[config.mk]
export PLATFORM = sky130hd
export DESIGN_NAME = prtc_pram_seq
export DESIGN_NICKNAME = d
export VERILOG_FILES = /design/src/rtl/prtc_pram_seq.sv
export SDC_FILE = /design/constraint.sdc
export NUM_CORES = 1
export LEC_CHECK = 0
export BUFFER_PORTS_ARGS = -buffer_cell sky130_fd_sc_hd__buf_2
export CORE_MARGIN = 10
export CORE_UTILIZATION = 45
export DETAILED_ROUTE_END_ITERATION = 12
export PLACE_DENSITY_LB_ADDON = 0.15
export SETUP_SLACK_MARGIN = 0.02
export SLEW_MARGIN = 20
export SYNTH_ARGS = -nofsm -noshare
export SYNTH_HDL_FRONTEND = slang
export SYNTH_SLANG_ARGS = --single-unit
[constraint.sdc]
create_clock -name CLK_14M -period 2.7 [get_ports CLK_14M]
set_input_delay 0.405 -clock CLK_14M [delete_from_list [all_inputs] [get_ports CLK_14M]]
set_output_delay 0.405 -clock CLK_14M [all_outputs]
set_load 0.02 [all_outputs]
[src/rtl/prtc_pram_seq.sv]
// prtc_pram_seq -- PRTC parameter-RAM dump/restore sequencer.
//
// Walks PRAM addresses 0..LAST_ADDR and drives the PRTC port (C033/C034)
// through a six-operation slot per byte, stealing the port from the CPU only
// while a slot is in progress. Outside a slot the CPU passes straight through.
//
// Build option: define PRTC_SEQ_VERIFY_EN to add a read-back VERIFY pass after
// every restore that flags any byte differing from host_rdata on host_err.
//
// Ports
//   CLK_14M, reset_n        clock, asynchronous active-low reset
//   cen                     bus clock enable (one port operation per cen)
//   cpu_strobe/addr/rw/din  CPU side of the PRTC port (addr 0=C033, 1=C034)
//   cpu_dout, cpu_stall     CPU read data, engine owns the port
//   prtc_strobe/addr/rw/din muxed access to the PRTC
//   prtc_dout               PRTC read data
//   host_dump/host_restore  start pulses
//   host_addr               current PRAM address
//   host_rdata              restore data for host_addr (combinational)
//   host_wdata/host_wr      dumped byte and its one-cycle valid strobe
//   host_busy/done/err      status (done pulses, err sticky until next start)
module prtc_pram_seq #(
    parameter logic [7:0] LAST_ADDR = 8'hFF
) (
    input  logic       CLK_14M,
    input  logic       reset_n,
    input  logic       cen,
    input  logic       cpu_strobe,
    input  logic       cpu_addr,
    input  logic       cpu_rw,
    input  logic [7:0] cpu_din,
    output logic [7:0] cpu_dout,
    output logic       cpu_stall,
    output logic       prtc_strobe,
    output logic       prtc_addr,
    output logic       prtc_rw,
    output logic [7:0] prtc_din,
    input  logic [7:0] prtc_dout,
    input  logic       host_dump,
    input  logic       host_restore,
    output logic [7:0] host_addr,
    input  logic [7:0] host_rdata,
    output logic [7:0] host_wdata,
    output logic       host_wr,
    output logic       host_busy,
    output logic       host_done,
    output logic       host_err
);

`ifdef PRTC_SEQ_VERIFY_EN
    typedef enum logic [2:0] {StIdle, StArm, StSlot, StNext, StFin, StVerify} state_e;
`else
    typedef enum logic [2:0] {StIdle, StArm, StSlot, StNext, StFin} state_e;
`endif

    state_e     state_q, state_d;
    logic [7:0] addr_q, addr_d;
    logic [2:0] op_q, op_d;
    logic       restore_q, restore_d;
    logic [7:0] wdata_q, wdata_d;
    logic       wr_q, wr_d;
    logic       in_slot;
    logic       start_ok;
    logic       dump_style;

`ifdef PRTC_SEQ_VERIFY_EN
    logic verify_q, verify_d;
    logic err_q, err_d;
    // The verify pass reuses the dump-style read slots.
    assign dump_style = !restore_q || verify_q;
    assign host_err   = err_q;
`else
    assign dump_style = !restore_q;
    assign host_err   = 1'b0;
`endif

    always_ff @(posedge CLK_14M or negedge reset_n) begin
        if (!reset_n) begin
            state_q   <= StIdle;
            addr_q    <= 8'h00;
            op_q      <= 3'd0;
            restore_q <= 1'b0;
            wdata_q   <= 8'h00;
            wr_q      <= 1'b0;
`ifdef PRTC_SEQ_VERIFY_EN
            verify_q  <= 1'b0;
            err_q     <= 1'b0;
`endif
        end else begin
            state_q   <= state_d;
            addr_q    <= addr_d;
            op_q      <= op_d;
            restore_q <= restore_d;
            wdata_q   <= wdata_d;
            wr_q      <= wr_d;
`ifdef PRTC_SEQ_VERIFY_EN
            verify_q  <= verify_d;
            err_q     <= err_d;
`endif
        end
    end

    // Next-state logic.
    always_comb begin
        state_d   = state_q;
        addr_d    = addr_q;
        op_d      = op_q;
        restore_d = restore_q;
        wdata_d   = wdata_q;
        wr_d      = 1'b0;
        in_slot   = 1'b0;
        start_ok  = 1'b0;
`ifdef PRTC_SEQ_VERIFY_EN
        verify_d  = verify_q;
        err_d     = err_q;
`endif
        case (state_q)
            StIdle: start_ok = 1'b1;
            StArm: begin
                // Op 0 goes out in the same cycle the CPU leaves the port free.
                if (cen && !cpu_strobe) begin
                    in_slot = 1'b1;
                    op_d    = 3'd1;
                    state_d = StSlot;
                end
            end
            StSlot: begin
                in_slot = 1'b1;
                if (cen) begin
                    if (op_q == 3'd5) begin
                        op_d    = 3'd0;
                        state_d = StNext;
                    end else begin
                        op_d = op_q + 3'd1;
                    end
                end
            end
            StNext: begin
                // Waiting for cen guarantees the CPU one free bus cycle.
                if (cen) begin
                    if (addr_q == LAST_ADDR) begin
`ifdef PRTC_SEQ_VERIFY_EN
                        state_d = (restore_q && !verify_q) ? StVerify : StFin;
`else
                        state_d = StFin;
`endif
                    end else begin
                        addr_d  = addr_q + 8'd1;
                        state_d = StArm;
                    end
                end
            end
            StFin: begin
                // busy is already low here, so a start is honoured.
                state_d  = StIdle;
                start_ok = 1'b1;
            end
`ifdef PRTC_SEQ_VERIFY_EN
            StVerify: begin
                addr_d   = 8'h00;
                verify_d = 1'b1;
                state_d  = StArm;
            end
`endif
            default: state_d = StIdle;
        endcase

        if (start_ok && (host_dump || host_restore)) begin
            state_d   = StArm;
            addr_d    = 8'h00;
            op_d      = 3'd0;
            restore_d = !host_dump;
`ifdef PRTC_SEQ_VERIFY_EN
            verify_d  = 1'b0;
            err_d     = 1'b0;
`endif
        end

        // Op 5 of a dump-style slot is the data read.
        if (in_slot && cen && op_q == 3'd5 && dump_style) begin
`ifdef PRTC_SEQ_VERIFY_EN
            if (verify_q) begin
                if (prtc_dout != host_rdata) err_d = 1'b1;
            end else begin
                wdata_d = prtc_dout;
                wr_d    = 1'b1;
            end
`else
            wdata_d = prtc_dout;
            wr_d    = 1'b1;
`endif
        end
    end

    // Port mux: pass-through unless a slot owns the port.
    always_comb begin
        prtc_strobe = cpu_strobe;
        prtc_addr   = cpu_addr;
        prtc_rw     = cpu_rw;
        prtc_din    = cpu_din;
        cpu_dout    = prtc_dout;
        cpu_stall   = 1'b0;
        if (in_slot) begin
            cpu_stall   = 1'b1;
            cpu_dout    = 8'h00;
            prtc_strobe = cen;
            prtc_addr   = 1'b0;
            prtc_rw     = 1'b0;
            prtc_din    = 8'h80;
            case (op_q)
                3'd0: prtc_din = {5'b00111, addr_q[7:5]};
                3'd1: prtc_addr = 1'b1;
                3'd2: prtc_din = {1'b0, addr_q[4:0], 2'b00};
                3'd3: prtc_addr = 1'b1;
                3'd4: begin
                    if (dump_style) begin
                        prtc_addr = 1'b1;
                        prtc_din  = 8'hC0;
                    end else begin
                        prtc_din = host_rdata;
                    end
                end
                default: begin
                    if (dump_style) begin
                        prtc_rw  = 1'b1;
                        prtc_din = 8'h00;
                    end else begin
                        prtc_addr = 1'b1;
                    end
                end
            endcase
        end
    end

    assign host_addr  = addr_q;
    assign host_wdata = wdata_q;
    assign host_wr    = wr_q;
    assign host_busy  = (state_q != StIdle) && (state_q != StFin);
    assign host_done  = (state_q == StFin);

endmodule

=== Yosys cells after proc, flatten, opt, wreduce, memory -nomap -nowiden ===
Cells that the tools add are included.

* Output and inout bits: 40
* Input bits: 32
* Register bits after elaboration: 24
* Logic and storage cells: 81

* Mux-type cells: 33
* Reductions and logical operators: 23
* Eq/ne operators: 17
* Add/subtract/negate cells: 2

{| class="wikitable"
|+ Operator list
! operator !! number
|-
| 8-bit 2-to-1 mux || 8
|-
| 8-bit one-hot mux with 4 select lines || 1
|-
| 3-bit 2-to-1 mux || 10
|-
| 3-bit != test (second input constant) || 5
|-
| 3-bit by 2-bit == test with 1-bit output (second input constant) || 4
|-
| 3-bit one-hot mux with 4 select lines || 1
|-
| 1-bit 2-to-1 mux || 10
|-
| 3-bit == test (second input constant) || 3
|-
| 8-bit by 1-bit adder with 8-bit output (second input constant) || 1
|-
| 8-bit == test (second input constant) || 1
|-
| 3-bit by 1-bit == test with 1-bit output (second input constant) || 2
|-
| 1-bit logical AND || 6
|-
| 3-bit logical NOT || 2
|-
| 3-bit one-hot mux with 2 select lines || 1
|-
| 3-bit AND reduction || 2
|-
| 3-bit nonzero test || 2
|-
| 2-bit OR reduction || 3
|-
| 5-bit AND reduction || 1
|-
| 5-bit OR reduction || 1
|-
| 2-bit nonzero test || 2
|-
| 3-bit by 1-bit adder with 3-bit output (second input constant) || 1
|-
| 1-bit logical NOT || 3
|-
| 1-bit one-hot mux with 3 select lines || 1
|-
| 2-bit by 1-bit != test with 1-bit output (second input constant) || 1
|-
| other kinds (3) || 3
|}

=== Depth between registers and ports, before layout ===
Gate-level depths: netlist (run 1).

* Depth in word-level cells: 8
* Mapped depth: 7
* Depth with buffers taken out: 5

=== Least setup slack after synthesis (run 1) ===
OpenSTA, ideal clock, no wires.

* Path kind: input to output
* From: input port cpu_strobe
* To: output port prtc_din[1]
* Arrival: 1.814 ns
* Stages on the path: 4
* Path slack: 0.481 ns
* Path buffers: 1
* Path through: and4bb_4 -> o21ai_4 -> clkbuf_1 -> o41ai_1

* Cells in the longest elaborated chain, start to end: 5

{| class="wikitable"
|+ Ends and longest elaborated chain
! element !! line !! RTL
|-
| start, declared || 28 || <nowiki>input logic cpu_strobe,</nowiki>
|-
| 1-bit logical NOT || 121 || <nowiki>if (cen && !cpu_strobe) begin</nowiki>
|-
| 1-bit logical AND || 121 ||
|-
| 1-bit 2-to-1 mux || 121 ||
|-
| 1-bit one-hot mux with 2 select lines || 117 || <nowiki>case (state_q)</nowiki>
|-
| 8-bit 2-to-1 mux || 203 || <nowiki>if (in_slot) begin</nowiki>
|-
| end, declared || 37 || <nowiki>output logic [7:0] prtc_din,</nowiki>
|}

Every way passes these cells.

=== Worst setup path in the final report (run 1) ===
* From: register state_q[1]
* To: output port prtc_din[0]

* Cells in the longest elaborated chain, start to end: 3

{| class="wikitable"
|+ Ends and longest elaborated chain
! element !! line !! RTL
|-
| start, declared || 56 || <nowiki>state_e state_q, state_d;</nowiki>
|-
| start signal, assigned || 79 || <nowiki>state_q <= StIdle;</nowiki>
|-
| start signal, assigned || 90 || <nowiki>state_q <= state_d;</nowiki>
|-
| 3-bit by 2-bit == test with 1-bit output / 3-bit by 1-bit == test with 1-bit output (equally long branches) || 117 ||
|-
| 1-bit one-hot mux with 2 select lines (*) || 117 ||
|-
| 8-bit 2-to-1 mux (*) || 203 ||
|}

Mark *: on every way between the ends. The rest lies on a longest branch, timed or not.

==> impl_metrics.py, run 1 <==
metrics = {
    "yosys": {
        "syn_avg_cell_area_um2": 9.29,
        "synth-seq-cells": 24,
        "async_flop_share": 1.00,
        "ys_types": 49,
        "synth_area_mm2": 0.00162,
        "ys.flop_type": "dfrtp_1",
        "synth_edf_count": 0,
        "ys_warn_count": 0,
        "synth_nets": 208,
        "ys_seq_area_frac": 0.372,
        "synth_cells": 174,
    },
    "clock_tree": {
        "tritoncts": "yes",
        "htree_levels": 1,
        "cts.sinks": 24,
        "root_buffer": "clkbuf_4",
        "cts_resized": 0,
        "clk_pin_slew_ns": 0.15,
        "clock_path_buffers": 2,
        "cts_buffers": 3,
        "insertion_delay_ns": 0.33,
        "post-cts-setup-buffers": 0,
        "postCtsHoldBufs": 0,
    },
    "drt": {
        "via_count": 1527,
        "wire_per_inst_um": 15.6,
        "drt_pre_antenna_iters": 4,
        "avgViaCountPerCell": 5.30,
        "drc_errors": 0,
        "drt-initial-drc-count": 65,
        "routed_wl_um": 4490,
        "postRouteAntennaNets": 0,
    },
    "timing": {
        "fin_crit_ns": 2.38,
        "max-slew-margin-rel": 0.594,
        "rsz0062_at_grt": "false",
        "skew_ns": 0.0146,
        "fin_crit_sh": 0.881,
        "worst_slew_pin_slew_ns": 0.602,
        "timing.fmax_ghz": 0.420,
        "hold_viol_final": 0,
        "setup_viol": 0,
        "fin_setup_tns_ns": 0,
        "maxSlewViolCount": 0,
    },
    "power_and_ir_drop": {
        "p_leak_nw": 1.05,
        "sequentialPowerShare": 0.278,
        "clkPwrFrac": 0.149,
        "p_switching_mw": 0.814,
        "p_int_mw": 0.973,
        "p_per_area_mw_per_mm2": 883,
        "sw_frac_of_total": 0.456,
        "max-vdd-ir-drop_uv": 443,
        "comb_power_share": 0.574,
    },
    "worst_setup_path": {
        "crit_type": "reg2out",
        "crit_cells": 5,
        "cp_top_family": "flip-flops",
        "worstPathArrival_ns": 1.97,
        "r2r_end": "op_q[2]",
        "slowest_delay_ns": 0.46,
        "end_kind": "output pin",
        "reg2reg_from": "state_q[0]",
        "worstSetupStartpointType": "flop",
        "critical_path.slowest_cell": "dfrtp_1",
        "path_cells": "and4bb_4 > o21ai_4 > buf_4 > o41ai_1 > buf_2",
        "critPathMaxFanout": 23,
        "crit_required_ns": 2.30,
        "crit_buf_inv": 2,
        "reg2reg_slack_ns": 0.67,
        "reg2reg_depth": 6,
    },
    "die": {
        "start_util": 0.473,
        "die_h_um": 79.9,
        "placementRows": 21,
        "die_w_um": 79.9,
        "core_mm2": 0.00342,
        "die_area_mm2": 0.00639,
        "ios": 72,
    },
    "place": {
        "portBuffers": 70,
        "gp_congestion": 0.800,
        "placed_cell_area_mm2": 0.00197,
        "hpwl_um": 3550,
        "place_inst": 284,
    },
    "grt": {
        "grt_pass1_vias": 1472,
        "antenna_found_initial": 0,
        "grt_max_degree": 25,
        "grt_usage": 0.142,
        "grt_overflow": 0,
        "grt_first_pass_wirelength_um": 7450,
    },
    "run": {
        "maxCapViolCount": 0,
    },
    "cells_and_area": {
        "fin_nets": 277,
        "n_antenna_cell": 0,
        "fin_cells": 288,
        "area_growth_pct": 25.2,
        "fin_area_mm2": 0.00202,
        "drive_gt1_frac": 0.405,
    },
    "status": {
        "run_status": "finished, final reports clean",
    },
    "worst_hold_path": {
        "hold_path.class": "in2async",
    },
}
placed cells by master (no fill, tap or decap), types with 2 or more instances in the layout:
cell / Yosys / routed
ha_1: 2 / 2
buf_2: 0 / 70
or3_1: 2 / 2
o2bb2ai_1: 2 / 2
nand2_1: 17 / 17
buf_4: 1 / 4
a32o_1: 3 / 3
o21ai_0: 7 / 7
nor2_1: 12 / 12
o41ai_1: 3 / 3
and3_1: 3 / 3
a22o_1: 2 / 2
o31ai_1: 4 / 4
inv_1: 9 / 9
clkbuf_4: 0 / 3
a21oi_1: 15 / 15
o211ai_1: 3 / 3
mux2_4: 8 / 8
nand2b_1: 4 / 4
and2_1: 10 / 10
nand3_1: 7 / 7
mux2_2: 2 / 2
dfrtp_1: 24 / 24
kinds of logic (layout without fill, tap and decap cells):
group,Yosys count,in the layout,synth area share
AOI/OAI and AO/OA,49,49,0.214
xor gates and xnor gates,2,2,0.0108
adders and majority gates,2,2,0.0155
buffers and inverters,19,87,0.0751
DFF,24,24,0.372
muxes,11,11,0.0944
other,1,1,0.00232
and+or+nand+nor,66,66,0.217
stage by stage:
stage          worst slack (ns)  power [mW]  utilization  hold WS [ns]
4_1_cts                   0.141        1.80        0.591        0.0416
3_5_place_dp              0.412        1.53        0.576         0.419
3_3_place_gp              0.431        1.52        0.576         0.418
6_report                  0.321        1.79        0.593        0.0265
5_1_grt                   0.158        1.92        0.593        0.0616
2_1_floorplan             0.481        1.26            -         0.109
worst register-to-register path, cell delays in order (launching register included):
cell and delay (ns):
dfrtp_1 0.45, and2b_2 0.29, o21ai_4 0.17, buf_4 0.26
inv_1 0.11, a21oi_1 0.28, mux2_2 0.37
final cells by class:
cell class	instances	area, µm²
sequential	24	601
timing repair buffer	74	380
clock inverter	1	30.0
inverter	9	33.8
fill	337	1390
multi-input combinational	131	900
tap	46	57.6
clock buffer	3	22.5
power groups by stage:
stage / sequential (mW) / clock (mW) / combinational (mW)
3_5_place_dp: 0.505 / 0 / 1.03
5_1_grt: 0.511 / 0.284 / 1.13
4_1_cts: 0.497 / 0.270 / 1.03
6_report: 0.496 / 0.266 / 1.02
2_1_floorplan: 0.500 / 0 / 0.764
3_3_place_gp: 0.502 / 0 / 1.02
cell usage after synthesis, types with 2 or more instances:
cell | count | share of area
dfrtp_1 | 24 | 0.37
nand2_1 | 17 | 0.039
a21oi_1 | 15 | 0.046
nor2_1 | 12 | 0.028
and2_1 | 10 | 0.039
inv_1 | 9 | 0.021
mux2_4 | 8 | 0.074
nand3_1 | 7 | 0.022
o21ai_0 | 7 | 0.022
clkbuf_1 | 6 | 0.014
nand2b_1 | 4 | 0.015
o31ai_1 | 4 | 0.019
a32o_1 | 3 | 0.019
and3_1 | 3 | 0.012
o211ai_1 | 3 | 0.014
o41ai_1 | 3 | 0.016
a22o_1 | 2 | 0.011
ha_1 | 2 | 0.015
mux2_2 | 2 | 0.014
nor3_1 | 2 | 0.0062
o2bb2ai_1 | 2 | 0.011
or3_1 | 2 | 0.0077
registers in the layout, indices dropped and copies added (netlist names):
| register | flops |
|---|---|
| host_wr | 1 |
| state_q | 3 |
| host_addr | 8 |
| host_wdata | 8 |
| restore_q | 1 |
| op_q | 3 |
worst max-delay path by stage:
stage | from | end | slack, ns
6_report | state_q[1] | prtc_din[0] | 0.32
5_1_grt | state_q[1] | prtc_rw | 0.16
4_1_cts | state_q[1] | prtc_din[3] | 0.14
3_5_place_dp | cpu_strobe | prtc_din[3] | 0.41
3_3_place_gp | cpu_strobe | prtc_din[5] | 0.43
2_1_floorplan | cpu_strobe | prtc_din[1] | 0.48
routing by layer:
metal,vias up,share of wire,track usage
li1,763,-,-
met1,702,0.46,0.196
met2,58,0.44,0.205
met3,4,0.096,0.0439
met4,0,0.0060,0.0423
met5,-,0,0
Power figures use the tool's default switching activity.
==> run 2: changes to the inputs <==
--- a/config.mk
+++ b/config.mk
@@ -6,7 +6,7 @@
 export NUM_CORES = 1
 export LEC_CHECK = 0
 export BUFFER_PORTS_ARGS = -buffer_cell sky130_fd_sc_hd__buf_2
-export CORE_MARGIN = 10
+export CORE_MARGIN = 4
 export CORE_UTILIZATION = 45
 export DETAILED_ROUTE_END_ITERATION = 12
 export PLACE_DENSITY_LB_ADDON = 0.15
==> run 2 against run 1 <==
Compared with the run above:
- global-route usage rose by 4.1 points
- die area fell by 28%
- setup slack worse by 0.11 ns
- cell area down 2.2%
- flip-flop and latch count unchanged
- sequential power rose by 4.4%
- worst hold slack better by 0.043 ns
- first-iteration DRC count decreased by 34%
- critical path depth unchanged
- core utilization down 0.87 points
- final cell count fell by 1.0%
- largest power group unchanged
- critical endpoint is now prtc_din[3]
==> impl_metrics.py, run 2 (synthesis results as in run 1) <==
metrics = {
    "worst_setup_path": {
        "crit_required_ns": 2.30,
        "critPathMaxFanout": 24,
        "critical_path.slowest_cell": "o21ai_4",
        "reg2reg_depth": 5,
        "worstSetupStartpointType": "flop",
        "reg2reg_slack_ns": 0.56,
        "worstPathArrival_ns": 2.08,
        "path_cells": "and2b_2 > o21ai_4 > nor3_2 > a32o_1 > buf_2",
        "slowest_delay_ns": 0.47,
        "r2r_end": "op_q[2]",
        "end_kind": "output pin",
        "crit_type": "reg2out",
        "reg2reg_from": "state_q[0]",
    },
    "grt": {
        "grt_first_pass_wirelength_um": 6540,
        "grt_overflow": 0,
        "top_usage_layer": "met2",
        "grt_use_met1": 0.249,
        "antenna_found_initial": 0,
        "grt_pass1_vias": 1388,
        "grt_max_degree": 25,
        "grtUsageMet3": 0.0394,
        "grtUsageMet2": 0.306,
        "grt_usage": 0.183,
    },
    "timing": {
        "worst_slew_pin_slew_ns": 0.624,
        "setup_viol": 0,
        "timing.fmax_ghz": 0.402,
        "hold_viol_final": 0,
        "rsz0062_at_grt": "false",
        "maxSlewViolCount": 0,
        "fin_crit_ns": 2.48,
        "fin_crit_sh": 0.920,
        "max-slew-margin-rel": 0.579,
        "hold_slack_ns": 0.0698,
        "fin_setup_tns_ns": 0,
        "skew_ns": 0.00107,
    },
    "cells_and_area": {
        "area_growth_pct": 22.4,
        "utilization": 0.584,
        "fin_nets": 275,
        "final_cell_mix": "buf_2 (70), dfrtp_1 (24), nand2_1 (17)",
        "n_antenna_cell": 0,
        "drive_gt1_frac": 0.397,
        "layout_commonest_cell": "buf_2",
    },
    "die": {
        "die_h_um": 67.9,
        "die_w_um": 67.9,
        "start_util": 0.477,
        "core_mm2": 0.00339,
        "die_area_mm2": 0.00462,
        "placementRows": 21,
        "ios": 72,
    },
    "clock_tree": {
        "cts_buffers": 3,
        "clk_pin_slew_ns": 0.12,
        "cts.sinks": 24,
        "postCtsHoldBufs": 0,
        "tritoncts": "yes",
        "root_buffer": "clkbuf_4",
        "clock_path_buffers": 2,
        "htree_levels": 1,
        "insertion_delay_ns": 0.30,
    },
    "place": {
        "hpwl_um": 3070,
        "gp_congestion": 0.807,
        "portBuffers": 70,
    },
    "drt": {
        "drt_pre_antenna_iters": 4,
        "drt-initial-drc-count": 43,
        "routed_wl_um": 4040,
        "drc_errors": 0,
        "wire_per_inst_um": 14.2,
        "via_count": 1502,
        "avgViaCountPerCell": 5.27,
        "postRouteAntennaNets": 0,
    },
    "worst_hold_path": {
        "hold_path.class": "in2async",
    },
    "power_and_ir_drop": {
        "p_leak_nw": 1.02,
        "p_per_area_mw_per_mm2": 824,
        "max-vdd-ir-drop_uv": 506,
    },
    "run": {
        "maxCapViolCount": 0,
    },
    "status": {
        "run_status": "finished, final reports clean",
    },
}
run 2: report_power, final:
part	internal [mW]	switching, mW
Clock	0.0521	0.101
Sequential	0.421	0.0975
Combinational	0.381	0.579
Total	0.854	0.778
run 2: layout make-up:
cell class                      count  area, µm²
Inverter                            9       33.8
Multi-Input combinational cell    131        900
Timing Repair Buffer               72        365
Fill cell                         322       1410
Clock buffer                        3       22.5
Sequential cell                    24        601
Tap cell                           46       57.6
run 2: per-stage QoR:
| stage | worst slack [ns] | cell area [µm²] | power, mW | cells |
|---|---|---|---|---|
| after floorplan | 0.481 | 1620 | 1.26 | 174 |
| after global placement | 0.330 | 1950 | 1.48 | 282 |
| after detailed placement | 0.294 | 1950 | 1.49 | 282 |
| after CTS | 0.0461 | 1970 | 1.64 | 285 |
| after global routing | 0.0355 | 1980 | 1.77 | 285 |
| final | 0.215 | 1980 | 1.63 | 285 |
run 2: critical path: cells and delay by family (launching register included):
| kind | cells | cell delay [ns] |
|---|---|---|
| flops | 1 | 0.45 |
| simple gates | 2 | 0.44 |
| buf+inv | 1 | 0.15 |
| compound gates | 2 | 0.72 |
run 2: repair_timing:
action | 4_1_cts | 5_1_grt
setup buffers | 0 | 0
endpoints found under the setup margin | 0 | 5
gates resized for setup | 0 | 1
run 2: metal layers:
metal / wire, µm / part of all wire
met3: 329 / 0.081
met4: 20 / 0.0050
met2: 1820 / 0.45
met5: 0 / 0
met1: 1870 / 0.46
run 2: how the worst max path moves through the flow:
| stage | cells after the start | slack, ns | start | end |
|---|---|---|---|---|
| 2_1_floorplan | 4 | 0.48 | cpu_strobe | prtc_din[1] |
| 6_report | 5 | 0.22 | state_q[0] | prtc_din[3] |
| 4_1_cts | 5 | 0.05 | state_q[1] | prtc_din[3] |
| 3_3_place_gp | 6 | 0.33 | cpu_strobe | prtc_din[5] |
| 5_1_grt | 5 | 0.04 | state_q[0] | prtc_din[3] |
| 3_5_place_dp | 6 | 0.29 | cpu_strobe | prtc_din[3] |
==> run 3: changes to the inputs <==
--- a/config.mk
+++ b/config.mk
@@ -6,6 +6,7 @@
 export NUM_CORES = 1
 export LEC_CHECK = 0
 export BUFFER_PORTS_ARGS = -buffer_cell sky130_fd_sc_hd__buf_2
+export CORE_ASPECT_RATIO = 0.7
 export CORE_MARGIN = 4
 export CORE_UTILIZATION = 45
 export DETAILED_ROUTE_END_ITERATION = 12
==> run 3 against run 2 <==
Compared with the run above:
- clock power up 110%
- fmax is 3.3% higher
- first-iteration DRC count rose to 3.3 times the previous value
- die area rose by 0.33%
- register-to-register slack better by 0.12 ns
- combinational power fell by 0.6%
- cell area increased by 2.7%
- flip-flop and latch count did not move
- critical path depth increased by 1
- critical path type unchanged
- via count rose by 2.0%
==> impl_metrics.py, run 3 (synthesis results as in run 1) <==
metrics = {
    "status": {
        "run_status": "finished, final reports clean",
    },
    "worst_setup_path": {
        "crit_buf_inv": 2,
        "end_kind": "output pin",
        "critPathMaxFanout": 12,
        "slowest_delay_ns": 0.47,
        "critical_path.slowest_cell": "dfrtp_1",
        "crit_required_ns": 2.30,
        "worstSetupStartpointType": "flop",
        "cp_top_family": "compound AO/OA/AOI/OAI gates",
        "worstPathArrival_ns": 2.00,
        "crit_type": "reg2out",
        "path_cells": "and2b_2 > o21ai_4 > nor3_1 > buf_4 > a32o_1 > buf_2",
        "reg2reg_slack_ns": 0.68,
    },
    "drt": {
        "avgViaCountPerCell": 5.32,
        "drt-initial-drc-count": 140,
        "via_count": 1532,
        "wire_per_inst_um": 15.4,
        "postRouteAntennaNets": 0,
        "drt_pre_antenna_iters": 4,
        "routed_wl_um": 4440,
        "drc_errors": 0,
    },
    "clock_tree": {
        "clk_pin_slew_ns": 0.09,
        "cts.sinks": 24,
        "insertion_delay_ns": 0.27,
        "post-cts-setup-buffers": 0,
        "clock_path_buffers": 2,
        "tritoncts": "yes",
        "htree_levels": 1,
        "postCtsHoldBufs": 0,
        "cts_resized": 0,
        "root_buffer": "clkbuf_8",
        "cts_buffers": 3,
    },
    "grt": {
        "grt_overflow": 0,
        "grt_first_pass_wirelength_um": 7000,
        "grt_usage": 0.192,
        "grt_max_degree": 25,
        "antenna_found_initial": 0,
        "grt_pass1_vias": 1414,
    },
    "die": {
        "core_mm2": 0.00330,
        "die_w_um": 79.6,
        "placementRows": 17,
        "ios": 72,
        "die_area_mm2": 0.00463,
        "start_util": 0.490,
        "die_h_um": 58.1,
    },
    "power_and_ir_drop": {
        "p_per_area_mw_per_mm2": 900,
        "total_power_mw": 1.83,
        "max-vdd-ir-drop_uv": 400,
        "p_leak_nw": 1.05,
    },
    "timing": {
        "fin_setup_tns_ns": 0,
        "worst_slew_pin_slew_ns": 0.585,
        "fin_crit_sh": 0.891,
        "skew_ns": 0.00235,
        "hold_viol_final": 0,
        "rsz0062_at_grt": "false",
        "setup_viol": 0,
        "max-slew-margin-rel": 0.606,
        "fin_crit_ns": 2.41,
        "maxSlewViolCount": 0,
        "hold_slack_ns": 0.115,
        "timing.fmax_ghz": 0.416,
    },
    "cells_and_area": {
        "final_cell_mix": "buf_2 (70), dfrtp_1 (24), nand2_1 (17)",
        "fin_nets": 276,
        "layout_commonest_cell": "buf_2",
        "n_antenna_cell": 0,
        "drive_gt1_frac": 0.398,
        "area_growth_pct": 25.8,
    },
    "worst_hold_path": {
        "hold_path.class": "in2async",
    },
    "run": {
        "maxCapViolCount": 0,
    },
    "place": {
        "gp_congestion": 0.780,
        "portBuffers": 70,
        "hpwl_um": 3250,
    },
}
==> run 3: area by class of cell <==
cell class              instances  area (µm²)
flip-flops and latches         24         601
clock buffers                   3        41.3
inverters                       9        33.8
multi-input cells             132         903
repair buffers                 72         365
clock inverters                 1        30.0
fillers                       298        1260
well taps                      47        58.8
==> run 3: per-layer routing <==
metal  part of all wire  up-vias  GRT usage
met5                  0        -          0
met4              0.011        0     0.0588
met3              0.076        6     0.0404
met2               0.42       62      0.270
met1               0.50      703      0.290
li1                   -      761          -
==> run 3: power breakdown <==
| part | switching [mW] | internal, mW | total (mW) |
|---|---|---|---|
| Clock | 0.127 | 0.199 | 0.325 |
| Sequential | 0.131 | 0.420 | 0.552 |
| Combinational | 0.575 | 0.379 | 0.954 |
==> run 3: metrics by stage <==
stage | util | std cells | worst slack, ns | area [µm²]
after CTS | 0.614 | 287 | 0.125 | 2020
final | 0.617 | 288 | 0.294 | 2030
after global routing | 0.617 | 288 | 0.154 | 2030
after global placement | 0.592 | 283 | 0.455 | 1950
after floorplan | - | 174 | 0.481 | 1620
after detailed placement | 0.592 | 283 | 0.411 | 1950
==> run 3: final timing paths <==
kind                                 start            end  cells past startpoint
worst max-delay path            state_q[0]    prtc_din[5]                      6
worst min register to register  state_q[2]     state_q[1]                      1
worst min-delay path               reset_n  host_wdata[3]                      1
worst max register to register  state_q[1]  host_wdata[2]                      4
min in group CLK_14M             host_dump      restore_q                      2
max in group asynchronous          reset_n   host_addr[7]                      1
